==> src/rtl/cdb_arbiter.sv <==
// Common data bus arbiter: two small result FIFOs (ALU, LSB) drained one entry per
// cycle by a round-robin grant into a registered broadcast.
module cdb_arbiter #(
    parameter int TAG_W  = 5,
    parameter int DATA_W = 32,
    parameter int DEPTH  = 4
) (
    input  logic              clk_in,
    input  logic              rst_in,
    input  logic              rdy_in,
    input  logic              clear,
    input  logic              alu_valid,
    input  logic [TAG_W-1:0]  alu_tag,
    input  logic [DATA_W-1:0] alu_val,
    output logic              alu_ready,
    input  logic              lsb_valid,
    input  logic [TAG_W-1:0]  lsb_tag,
    input  logic [DATA_W-1:0] lsb_val,
    output logic              lsb_ready,
    output logic              cdb_valid,
    output logic [TAG_W-1:0]  cdb_tag,
    output logic [DATA_W-1:0] cdb_val,
    output logic              cdb_src
);
    localparam int PTR_W = (DEPTH > 1) ? $clog2(DEPTH) : 1;
    localparam int CNT_W = PTR_W + 1;
    localparam logic [CNT_W-1:0] DEPTH_C = CNT_W'(DEPTH);

    // Index 0 is the ALU source, index 1 the LSB source.
    logic [TAG_W-1:0]  tag_mem_r [2][DEPTH];
    logic [DATA_W-1:0] val_mem_r [2][DEPTH];
    logic [PTR_W-1:0]  wptr_r [2];
    logic [PTR_W-1:0]  rptr_r [2];
    logic [CNT_W-1:0]  cnt_r [2];
    logic              last_grant_r;
    logic              cdb_valid_r;
    logic [TAG_W-1:0]  cdb_tag_r;
    logic [DATA_W-1:0] cdb_val_r;
    logic              cdb_src_r;

    logic [1:0]        in_valid_s;
    logic [TAG_W-1:0]  in_tag_s [2];
    logic [DATA_W-1:0] in_val_s [2];
    logic [1:0]        ready_s;
    logic [1:0]        nonempty_s;
    logic [1:0]        push_s;
    logic [1:0]        pop_s;
    logic              grant_valid_s;
    logic              grant_src_s;
    logic [TAG_W-1:0]  head_tag_s;
    logic [DATA_W-1:0] head_val_s;

    assign in_valid_s  = {lsb_valid, alu_valid};
    assign in_tag_s[0] = alu_tag;
    assign in_tag_s[1] = lsb_tag;
    assign in_val_s[0] = alu_val;
    assign in_val_s[1] = lsb_val;

    assign alu_ready = ready_s[0];
    assign lsb_ready = ready_s[1];
    assign cdb_valid = cdb_valid_r;
    assign cdb_tag   = cdb_tag_r;
    assign cdb_val   = cdb_val_r;
    assign cdb_src   = cdb_src_r;

    // Per-source occupancy flags and enqueue qualification; ready never looks at valid.
    always_comb begin
        ready_s    = 2'b00;
        nonempty_s = 2'b00;
        push_s     = 2'b00;
        for (int i = 0; i < 2; i++) begin
            ready_s[i]    = (cnt_r[i] < DEPTH_C);
            nonempty_s[i] = (cnt_r[i] != {CNT_W{1'b0}});
            push_s[i]     = rdy_in & ~clear & in_valid_s[i] & ready_s[i]
                          & (in_tag_s[i] != {TAG_W{1'b0}});
        end
    end

    // Round-robin grant over the heads as they stand before this edge's enqueue.
    always_comb begin
        grant_valid_s = 1'b0;
        grant_src_s   = 1'b0;
        case (nonempty_s)
            2'b11: begin
                grant_valid_s = 1'b1;
                grant_src_s   = ~last_grant_r;
            end
            2'b01: begin
                grant_valid_s = 1'b1;
                grant_src_s   = 1'b0;
            end
            2'b10: begin
                grant_valid_s = 1'b1;
                grant_src_s   = 1'b1;
            end
            default: begin
                grant_valid_s = 1'b0;
                grant_src_s   = 1'b0;
            end
        endcase
        pop_s[0]   = rdy_in & ~clear & grant_valid_s & ~grant_src_s;
        pop_s[1]   = rdy_in & ~clear & grant_valid_s & grant_src_s;
        head_tag_s = tag_mem_r[grant_src_s][rptr_r[grant_src_s]];
        head_val_s = val_mem_r[grant_src_s][rptr_r[grant_src_s]];
    end

    // FIFO storage write; contents need no reset since counts gate every read.
    always_ff @(posedge clk_in) begin
        for (int i = 0; i < 2; i++) begin
            if (push_s[i]) begin
                tag_mem_r[i][wptr_r[i]] <= in_tag_s[i];
                val_mem_r[i][wptr_r[i]] <= in_val_s[i];
            end
        end
    end

    // Pointers, counts, round-robin state and the registered broadcast.
    always_ff @(posedge clk_in or posedge rst_in) begin
        if (rst_in) begin
            for (int i = 0; i < 2; i++) begin
                wptr_r[i] <= {PTR_W{1'b0}};
                rptr_r[i] <= {PTR_W{1'b0}};
                cnt_r[i]  <= {CNT_W{1'b0}};
            end
            last_grant_r <= 1'b1;
            cdb_valid_r  <= 1'b0;
            cdb_tag_r    <= {TAG_W{1'b0}};
            cdb_val_r    <= {DATA_W{1'b0}};
            cdb_src_r    <= 1'b0;
        end else if (rdy_in) begin
            if (clear) begin
                for (int i = 0; i < 2; i++) begin
                    wptr_r[i] <= {PTR_W{1'b0}};
                    rptr_r[i] <= {PTR_W{1'b0}};
                    cnt_r[i]  <= {CNT_W{1'b0}};
                end
                cdb_valid_r <= 1'b0;
                cdb_tag_r   <= {TAG_W{1'b0}};
                cdb_val_r   <= {DATA_W{1'b0}};
                cdb_src_r   <= 1'b0;
            end else begin
                for (int i = 0; i < 2; i++) begin
                    if (push_s[i]) begin
                        wptr_r[i] <= wptr_r[i] + PTR_W'(1);
                    end
                    if (pop_s[i]) begin
                        rptr_r[i] <= rptr_r[i] + PTR_W'(1);
                    end
                    case ({push_s[i], pop_s[i]})
                        2'b10:   cnt_r[i] <= cnt_r[i] + CNT_W'(1);
                        2'b01:   cnt_r[i] <= cnt_r[i] - CNT_W'(1);
                        default: cnt_r[i] <= cnt_r[i];
                    endcase
                end
                if (grant_valid_s) begin
                    cdb_valid_r  <= 1'b1;
                    cdb_tag_r    <= head_tag_s;
                    cdb_val_r    <= head_val_s;
                    cdb_src_r    <= grant_src_s;
                    last_grant_r <= grant_src_s;
                end else begin
                    cdb_valid_r <= 1'b0;
                    cdb_tag_r   <= {TAG_W{1'b0}};
                    cdb_val_r   <= {DATA_W{1'b0}};
                    cdb_src_r   <= 1'b0;
                end
            end
        end
    end
endmodule

==> config.mk <==
export PLATFORM = sky130hd
export DESIGN_NAME = cdb_arbiter
export DESIGN_NICKNAME = d
export VERILOG_FILES = /design/src/rtl/cdb_arbiter.sv
export SDC_FILE = /design/constraint.sdc
export NUM_CORES = 1
export LEC_CHECK = 0
export CORE_ASPECT_RATIO = 0.7
export CORE_UTILIZATION = 34
export DETAILED_ROUTE_END_ITERATION = 10
export PLACE_DENSITY = 0.57
export REMOVE_ABC_BUFFERS = 1
export SETUP_SLACK_MARGIN = 0.02
export SYNTH_ARGS = -nofsm -noshare
export SYNTH_HDL_FRONTEND = slang
export SYNTH_SLANG_ARGS = --single-unit
==> constraint.sdc <==
create_clock -name clk_in -period 2.5 [get_ports clk_in]
set_clock_uncertainty 0.15 [all_clocks]
set_input_delay 0.375 -clock clk_in [delete_from_list [all_inputs] [get_ports clk_in]]
set_output_delay 0.375 -clock clk_in [all_outputs]
set_load 0.1 [all_outputs]
==> run metrics, run 1 <==
Clock power frac=26.5%; vias per inst=4.89; Area Overhead vs Synth=25.6%; CTS Buffer Depth=3; largest net degree at the start of global routing=55; NetSw=7.33 mW; first-pass GRT wire length=50.9 mm; Filler cells=3544; CTS sink cnt=350; Die H=172 um; CP endpoint kind=register; Commonest cells post-synth=296 x edfxtp_1, 109 x mux2i_1, 62 x nor2b_1; Synth cell types=44; H-Tree Depth=2; Worst Tran Pin Value=0.772 ns; vias after detailed routing=8063; Slew Limit Fails=0; CP Class=in -> reg; Starting Density=35.0%; sw frac=36.9%; Seq/Total Area, Yosys=72.8%; Register-to-Register Path Depth=7; IO Port Bufs=120; setup TNS=0 ns; internal power=12.5 mW; cts bufs inserted=37; sequential power share=36.8%; min-delay worst type=in -> async; CP max FO=5; maximum vdd drop=588 uV; Antenna diodes=0; share of layout cells above drive strength 1=17.5%; arrival time at the worst endpoint=2.66 ns; Hold Vio Cnt, Final=0; sequential cell area=10200 um^2; Lkg Pwr=6.19 nW; Slew headroom=48.5%; first-pass detailed-route iteration total=4; cells after synthesis=914; Post-synth top flop=edfxtp_1; grt ovf=0; Final ANT Viol Nets=0; Die X=245 um; WHS=0.101 ns; Pwr Density=1120 nW/um^2; Max-cap violations=0; RePlAce Congestion=0.732; nets=1175; Comb power frac=36.7%; Root Driver=clkbuf_16; Startpoint Class=primary input; area leader, netlist=edfxtp_1; Synth async-reset ratio=15.4%; Post-synth EDFFs=296; CTS tree=done; # rows=61; CP Data Required Time=2.76 ns; GRT Util Overall=16.2%; detailed-route DRC error count=0; synth top area cells=edfxtp_1 63%, dfrtp_1 9.4%, mux2i_1 7.8%, nor2b_1 2.8%, a21oi_1 1.6%; antenna violations before repair=3; status=finished clean; crit share post-route=96.1%; area of the multi-input gates=3580 um^2; vias in the first global route=8152; HPWL Detailed=21.8 mm; final WL=34.0 mm; FMAX=0.416 GHz; DRT iter0 DRCs=472; Synth Cell Area=14100 um^2; clk_lat worst skew=0.53 ns; CTS Hold Buffers Added=0; #FFs+latches synth=350; Ys Warns=0; setup violators final=0; share of the synthesized area in the top cell type=63.2%; overall power=19.9 mW; wire per inst=20.7 um; fin crit period=2.40 ns; Avg Inst Size Synth=15.4 um^2; CTS clock-pin slew for the worst setup and hold paths=0.06 ns; Die Area=42200 um^2; CORE AREA=40200 um^2; most common cell in the synthesized netlist=edfxtp_1; RSZ-0062 raised after global routing=false; IO Pins=121
-- registers in the layout, indices dropped and copies added (netlist names) --
register / flops
val_mem_r: 256
tag_mem_r: 40
cdb_val: 32
cnt_r: 6
cdb_tag: 5
rptr_r: 4
wptr_r: 4
cdb_src: 1
cdb_valid: 1
last_grant_r: 1
-- power by group through the flow --
stage	clock (mW)	combinational [mW]	sequential [mW]
5_1_grt	5.58	7.82	7.37
3_5_place_dp	0	7.29	7.43
3_3_place_gp	0	7.24	7.43
2_1_floorplan	0	2.82	9.03
4_1_cts	5.37	7.31	7.32
6_report	5.27	7.28	7.31
-- critical path: stages --
cell	delay, ns
clkdlybuf4s50_1	0.49
or4_1	0.61
o2111a_1	0.28
nor3_1	0.25
fa_1	0.46
a22o_1	0.20
-- layout by cell type (no fill, tap or decap), types with 8 or more instances in the layout --
cell type	n
a211oi_2	12
a211oi_1	28
nand2_1	36
o22ai_1	24
buf_4	82
ha_1	8
clkdlybuf4s50_1	78
nor2_1	43
buf_12	28
inv_1	13
edfxtp_1	296
nand2b_1	18
dfrtp_1	49
mux2i_1	109
nand3_1	34
clkbuf_1	9
a21oi_1	45
clkbuf_16	38
a221o_1	20
nor2b_1	62
and2_2	8
-- cell type report --
cell class,count,share of cell area (%)
Inverter,14,0.297
Clock inverter,18,0.864
Clock buffer,49,5.73
Tap cell,535,3.79
Sequential cell,350,58.0
Multi-Input combinational cell,493,20.2
Timing Repair Buffer,189,11.1
-- routing by layer --
metal  GRT usage, %  part of all wire [%]
met5              0                  0.10
met4           3.83                   1.5
met3           3.52                   5.1
met2           23.9                    43
met1           24.2                    50
-- path summary, 6_finish.rpt --
kind | startpoint | to | slack (ns)
hold reg to reg | cdb_val[30] | cdb_val[30] | 0.35
setup reg to reg | cnt_r[3] | cdb_val[17] | 0.15
max in group asynchronous | rst_in | last_grant_r | 1.73
hold / removal | rst_in | cdb_val[28] | 0.10
setup / recovery | lsb_tag[0] | cnt_r[1] | 0.1
min in group clk_in | rdy_in | cdb_valid | 0.28
-- kinds of logic (layout without fill, tap and decap cells) --
logic type | after synthesis | after routing | synth area share [%]
fa+ha+maj | 10 | 10 | 0.996
mux | 110 | 110 | 7.83
buf+inv | 71 | 270 | 2.22
simple gates | 213 | 213 | 7.82
flops | 350 | 350 | 72.8
compound gates | 157 | 157 | 8.16
xor+xnor | 3 | 3 | 0.187
-- through the flow --
stage / area (um^2) / util, % / cells / worst slack [ns]
CTS: 17700 / 43.9 / 1648 / 0.0822
finish: 17700 / 43.9 / 1648 / 0.0976
detailed placement: 16500 / 41.0 / 1581 / -0.426
global placement: 16500 / 41.0 / 1581 / -0.397
global route: 17700 / 43.9 / 1648 / 0.0317
floorplan: 13800 / - / 857 / -1.91
-- timing repair --
| item | CTS | global route |
|---|---|---|
| resized for setup | 0 | 2 |
| buffers inserted | 0 | 0 |
| endpoints found under the setup margin | 0 | 2 |
| hold endpoints to repair | 0 | 0 |
Power figures use the tool's default switching activity.
==> run 2: changes to the inputs <==
--- a/config.mk
+++ b/config.mk
@@ -8,7 +8,7 @@
 export CORE_ASPECT_RATIO = 0.7
 export CORE_UTILIZATION = 34
 export DETAILED_ROUTE_END_ITERATION = 10
-export PLACE_DENSITY = 0.57
+export PLACE_DENSITY = 0.55
 export REMOVE_ABC_BUFFERS = 1
 export SETUP_SLACK_MARGIN = 0.02
 export SYNTH_ARGS = -nofsm -noshare
==> constraint.sdc (replaced) <==
create_clock -name clk_in -period 2.45 [get_ports clk_in]
set_clock_uncertainty 0.15 [all_clocks]
set_input_delay 0.3675 -clock clk_in [delete_from_list [all_inputs] [get_ports clk_in]]
set_output_delay 0.3675 -clock clk_in [all_outputs]
set_load 0.1 [all_outputs]
==> run metrics, run 2 (synthesis results as in run 1) <==
# resized after CTS=0 (unchanged); nets=1174 (-0.085%); Startpoint Class=register; Die Area=42200 um^2 (unchanged); final WL=34.8 mm (+2.3%); Worst Tran Pin Value=0.706 ns (-0.0655 ns); IO Port Bufs=120 (unchanged); HPWL Detailed=22.2 mm (+1.8%); clk_lat worst skew=0.53 ns (about the same); GRT Util Overall=16.7% (+0.49 points); DP Worst Slack=-0.469 ns (-0.0429 ns); CP Class=reg -> reg; detailed-route DRC error count=0 (unchanged); fin crit period=2.32 ns; CP max FO=28 (+23); DRT iter0 DRCs=527 (+12%); grt ovf=0 (unchanged); Root Driver=clkbuf_16; CTS tree=done; CTS Hold Buffers Added=0 (unchanged); Slew headroom=52.9% (+4.4 points); RePlAce Congestion=0.769 (+5.0%); status=finished clean; wire per inst=21.1 um (+2.3%); Filler cells=3557 (+0.37%); CTS Buffer Depth=3 (unchanged); # rows=61 (unchanged); Max-cap violations=0 (unchanged); crit share post-route=94.7%; commonest non-fill, non-tap cell in the layout=edfxtp_1; IO Pins=121 (unchanged); Area Overhead vs Synth=26.1%; share of layout cells above drive strength 1=18.5% (+1.0 points); CTS sink cnt=350 (unchanged); vias in the first global route=8193 (+0.50%); CORE AREA=40200 um^2 (unchanged); Die H=172 um (unchanged); overall power=20.3 mW (+2.4%); cts bufs inserted=37 (unchanged); first-pass GRT wire length=52.3 mm (+2.6%); antenna violations before repair=1 (-2); arrival time at the worst endpoint=2.58 ns (-0.08 ns); Final ANT Viol Nets=0 (unchanged); largest net degree at the start of global routing=86 (+56%); max reg flops=256 (unchanged); CTS clock-pin slew for the worst setup and hold paths=0.06 ns (about the same); final setup margin=0.129 ns (+0.0314 ns); Slew Limit Fails=0 (unchanged); Lkg Pwr=6.21 nW (+0.29%); CP endpoint kind=register; vias per inst=4.92 (+0.63%); setup violators final=0 (unchanged); H-Tree Depth=2 (unchanged); vias after detailed routing=8114 (+0.63%); Hold Vio Cnt, Final=0 (unchanged); Starting Density=35.0% (unchanged); first-pass detailed-route iteration total=4 (unchanged); most frequent cells in the layout=296 x edfxtp_1, 109 x mux2i_1, 79 x buf_4, 78 x clkdlybuf4s50_1, 62 x nor2b_1; min-delay worst type=in -> async; Post-CTS Setup Bufs=0 (unchanged); RSZ-0062 raised after global routing=true; Die X=245 um (unchanged); maximum vdd drop=718 uV (+22%); Pwr Density=1150 nW/um^2 (+2.0%); CP Data Required Time=2.71 ns (-0.05 ns); FMAX=0.431 GHz
## run 2: cell count changes in the layout (fill, tap and decap cells not counted), sizes merged
cell / change
buf: -1
clkinvlp: +3
clkinv: -1
diode: +1
clkbuf: -2
## run 2: final timing paths
path                            startpoint           to  slack (ns)  depth (start not counted)
worst max-delay path              cnt_r[4]  cdb_val[31]        0.13                          6
worst min-delay path                rst_in  cdb_val[29]        0.09                          3
worst max register to register    cnt_r[4]  cdb_val[31]        0.13                          6
worst min register to register  cdb_val[4]   cdb_val[4]        0.34                          2
max in group asynchronous           rst_in    rptr_r[1]        1.70                          3
min in group clk_in                 rdy_in      cdb_src        0.27                          4
## run 2: final cells by class
type                    count  area [um^2]  area share [%]
diodes                      1         2.50          0.0141
multi-input cells         493         3590            20.2
clock inverters            20          176           0.994
repair buffers            188         1980            11.2
flip-flops and latches    350        10200            57.8
inverters                  14         52.6           0.296
clock buffers              47         1020            5.78
well taps                 535          669            3.77
## run 2: worst max-delay path, cell delays in order (launching register included)
cell      delay [ns]
dfrtp_1         0.37
or3_1           0.41
a21o_4          0.31
buf_12          0.19
a211oi_1        0.33
a21oi_1         0.09
a221o_1         0.35
## run 2: through the flow
stage / utilization, % / setup TNS [ns] / hold WS [ns] / instances / cell area, um^2
after floorplan: - / -224.87 / 0.307 / 857 / 13800
after global placement: 41.1 / -75.59 / 0.329 / 1580 / 16500
after detailed placement: 41.1 / -88.56 / 0.329 / 1580 / 16500
after CTS: 44.1 / 0 / 0.0962 / 1647 / 17700
after global routing: 44.1 / 0 / 0.142 / 1647 / 17700
final: 44.1 / 0 / 0.0941 / 1648 / 17700
## run 2: power by group
part / internal [mW] / leakage (nW) / switching [mW]
registers: 7.04 / 3.37 / 0.336
logic: 2.58 / 2.25 / 4.87
clock network: 3.19 / 0.585 / 2.32
## run 2: layer usage
metal	up-vias	part of all wire, %	global-route usage (%)
li1	3820	-	-
met1	4100	49	24.5
met2	159	45	25.8
met3	35	3.9	3.09
met4	0	1.1	3.51
met5	-	0	0
==> run 3: changes to the inputs <==
==> constraint.sdc (replaced) <==
create_clock -name clk_in -period 2.69 [get_ports clk_in]
set_clock_uncertainty 0.15 [all_clocks]
set_input_delay 0.4035 -clock clk_in [delete_from_list [all_inputs] [get_ports clk_in]]
set_output_delay 0.4035 -clock clk_in [all_outputs]
set_load 0.1 [all_outputs]
==> run metrics, run 3 (synthesis results as in run 1) <==
Area Overhead vs Synth=24.4%; H-Tree Depth=2 (unchanged); critical path's largest stage delay=0.52 ns (+0.11 ns); CTS tree=done; CTS Hold Buffers Added=0 (unchanged); # resized after CTS=0 (unchanged); vias per inst=4.99 (+1.3%); Max-cap violations=0 (unchanged); FMAX=0.401 GHz (-6.9%); cts bufs inserted=36 (-2.7%); Post-CTS Setup Bufs=0 (unchanged); placed inst area=16400 um^2 (-0.79%); vias after detailed routing=8168 (+0.67%); CTS clock-pin slew for the worst setup and hold paths=0.06 ns (about the same); IO Port Bufs=120 (unchanged); HPWL Detailed=22.0 mm (-0.55%); first-pass GRT wire length=51.9 mm (-0.69%); WHS=0.0394 ns (-0.0547 ns); Root Driver=clkbuf_16; WL met3=1.44 mm (+4.6%); final WL=34.5 mm (-0.76%); CP endpoint kind=register; Die H=172 um (unchanged); antenna violations before repair=0 (-1); min-delay worst type=in -> async; maximum vdd drop=450 uV (-37%); clk_lat worst skew=0.53 ns (about the same); vias in the first global route=8116 (-0.94%); fin crit period=2.49 ns (+0.172 ns); cell area after layout=17500 um^2 (-1.3%); Top Layer Used=met4; met1 wire length=17.2 mm (-0.26%); final setup margin=0.197 ns (+0.0679 ns); CTS Buffer Depth=3 (unchanged); share of layout cells above drive strength 1=16.9% (-1.6 points); arrival time at the worst endpoint=2.74 ns (+0.16 ns); Final ANT Viol Nets=0 (unchanged); Antenna diodes=0 (-1); wire per inst=21.1 um (about the same); placed cells=1571 (-0.57%); first-pass detailed-route iteration total=5 (+1); RSZ-0062 raised after global routing=false; grt ovf=0 (unchanged); overall power=18.1 mW (-11%); CP Class=reg -> reg; IO Pins=121 (unchanged); Lkg Pwr=6.12 nW (-1.5%); RePlAce Congestion=0.775 (+0.77%); setup violators final=0 (unchanged); CTS sink cnt=350 (unchanged); most frequent cells in the layout=296 x edfxtp_1, 109 x mux2i_1, 78 x clkdlybuf4s50_1, 75 x buf_4, 62 x nor2b_1; # rows=61 (unchanged); Pwr Density=1030 nW/um^2 (-9.9%); Filler cells=3602 (+1.3%); max reg flops=256 (unchanged); crit share post-route=92.7% (-2.1 points); CP max FO=6 (-79%); Starting Density=35.0% (unchanged); Worst Tran Pin Value=0.756 ns (+0.0492 ns); DP Worst Slack=-0.250 ns (+0.218 ns); Slew Limit Fails=0 (unchanged); Slew headroom=49.6% (-3.3 points); setup TNS=0 ns (unchanged); Die Area=42200 um^2 (unchanged); CP max-delay cell=or3_1; GRT Util Overall=16.7% (-0.047 points); met2 WL=15.5 mm (-1.9%); commonest non-fill, non-tap cell in the layout=edfxtp_1; DRT iter0 DRCs=488 (-7.4%); fin util=43.5% (-0.59 points); largest net degree at the start of global routing=86 (unchanged); Finished Layout Cells=1637 (-0.67%); Die X=245 um (unchanged); cells along the critical path=or3_1 > a21o_4 > nor3_1 > fa_1 > a22o_1; Startpoint Class=register; CORE AREA=40200 um^2 (unchanged); Hold Vio Cnt, Final=0 (unchanged); nets=1164 (-0.85%); CP Data Required Time=2.94 ns (+0.23 ns); status=finished clean; detailed-route DRC error count=0 (unchanged)
run 3: worst max-delay path: cells and delay by family, from the launching register on:
family | cells | cell delay, ns
compound gates | 2 | 0.51
flops | 1 | 0.41
fa+ha+maj | 1 | 0.47
simple gates | 2 | 0.81
run 3: worst paths after layout:
check                            from      endpoint  slack, ns  cells past startpoint
min in group clk_in            rdy_in       cdb_src       0.29                      4
hold / removal                 rst_in   cdb_val[26]       0.04                      2
hold reg to reg            cdb_val[0]    cdb_val[0]       0.34                      2
setup / recovery             cnt_r[4]      cnt_r[1]       0.20                      5
setup reg to reg             cnt_r[4]      cnt_r[1]       0.20                      5
max in group asynchronous      rst_in  last_grant_r       1.73                      3
run 3: power breakdown:
part	leakage, nW	total [mW]	internal, mW	switching, mW
logic	2.19	6.60	2.21	4.39
registers	3.37	6.73	6.41	0.321
clock network	0.557	4.74	2.72	2.01
total	6.12	18.1	11.3	6.73
run 3: area by class of cell:
class / instances / area (um^2) / area share (%)
clock buffer: 50 / 1000 / 5.74
timing repair buffer: 179 / 1850 / 10.6
sequential: 350 / 10200 / 58.5
tap: 535 / 669 / 3.82
inverter: 14 / 52.6 / 0.300
clock inverter: 16 / 113 / 0.643
multi-input combinational: 493 / 3570 / 20.4
run 3: routing by layer:
layer	global-route usage, %	vias to the layer above
li1	-	3804
met1	24.4	4135
met2	25.9	192
met3	2.78	37
met4	3.64	0
met5	0	-
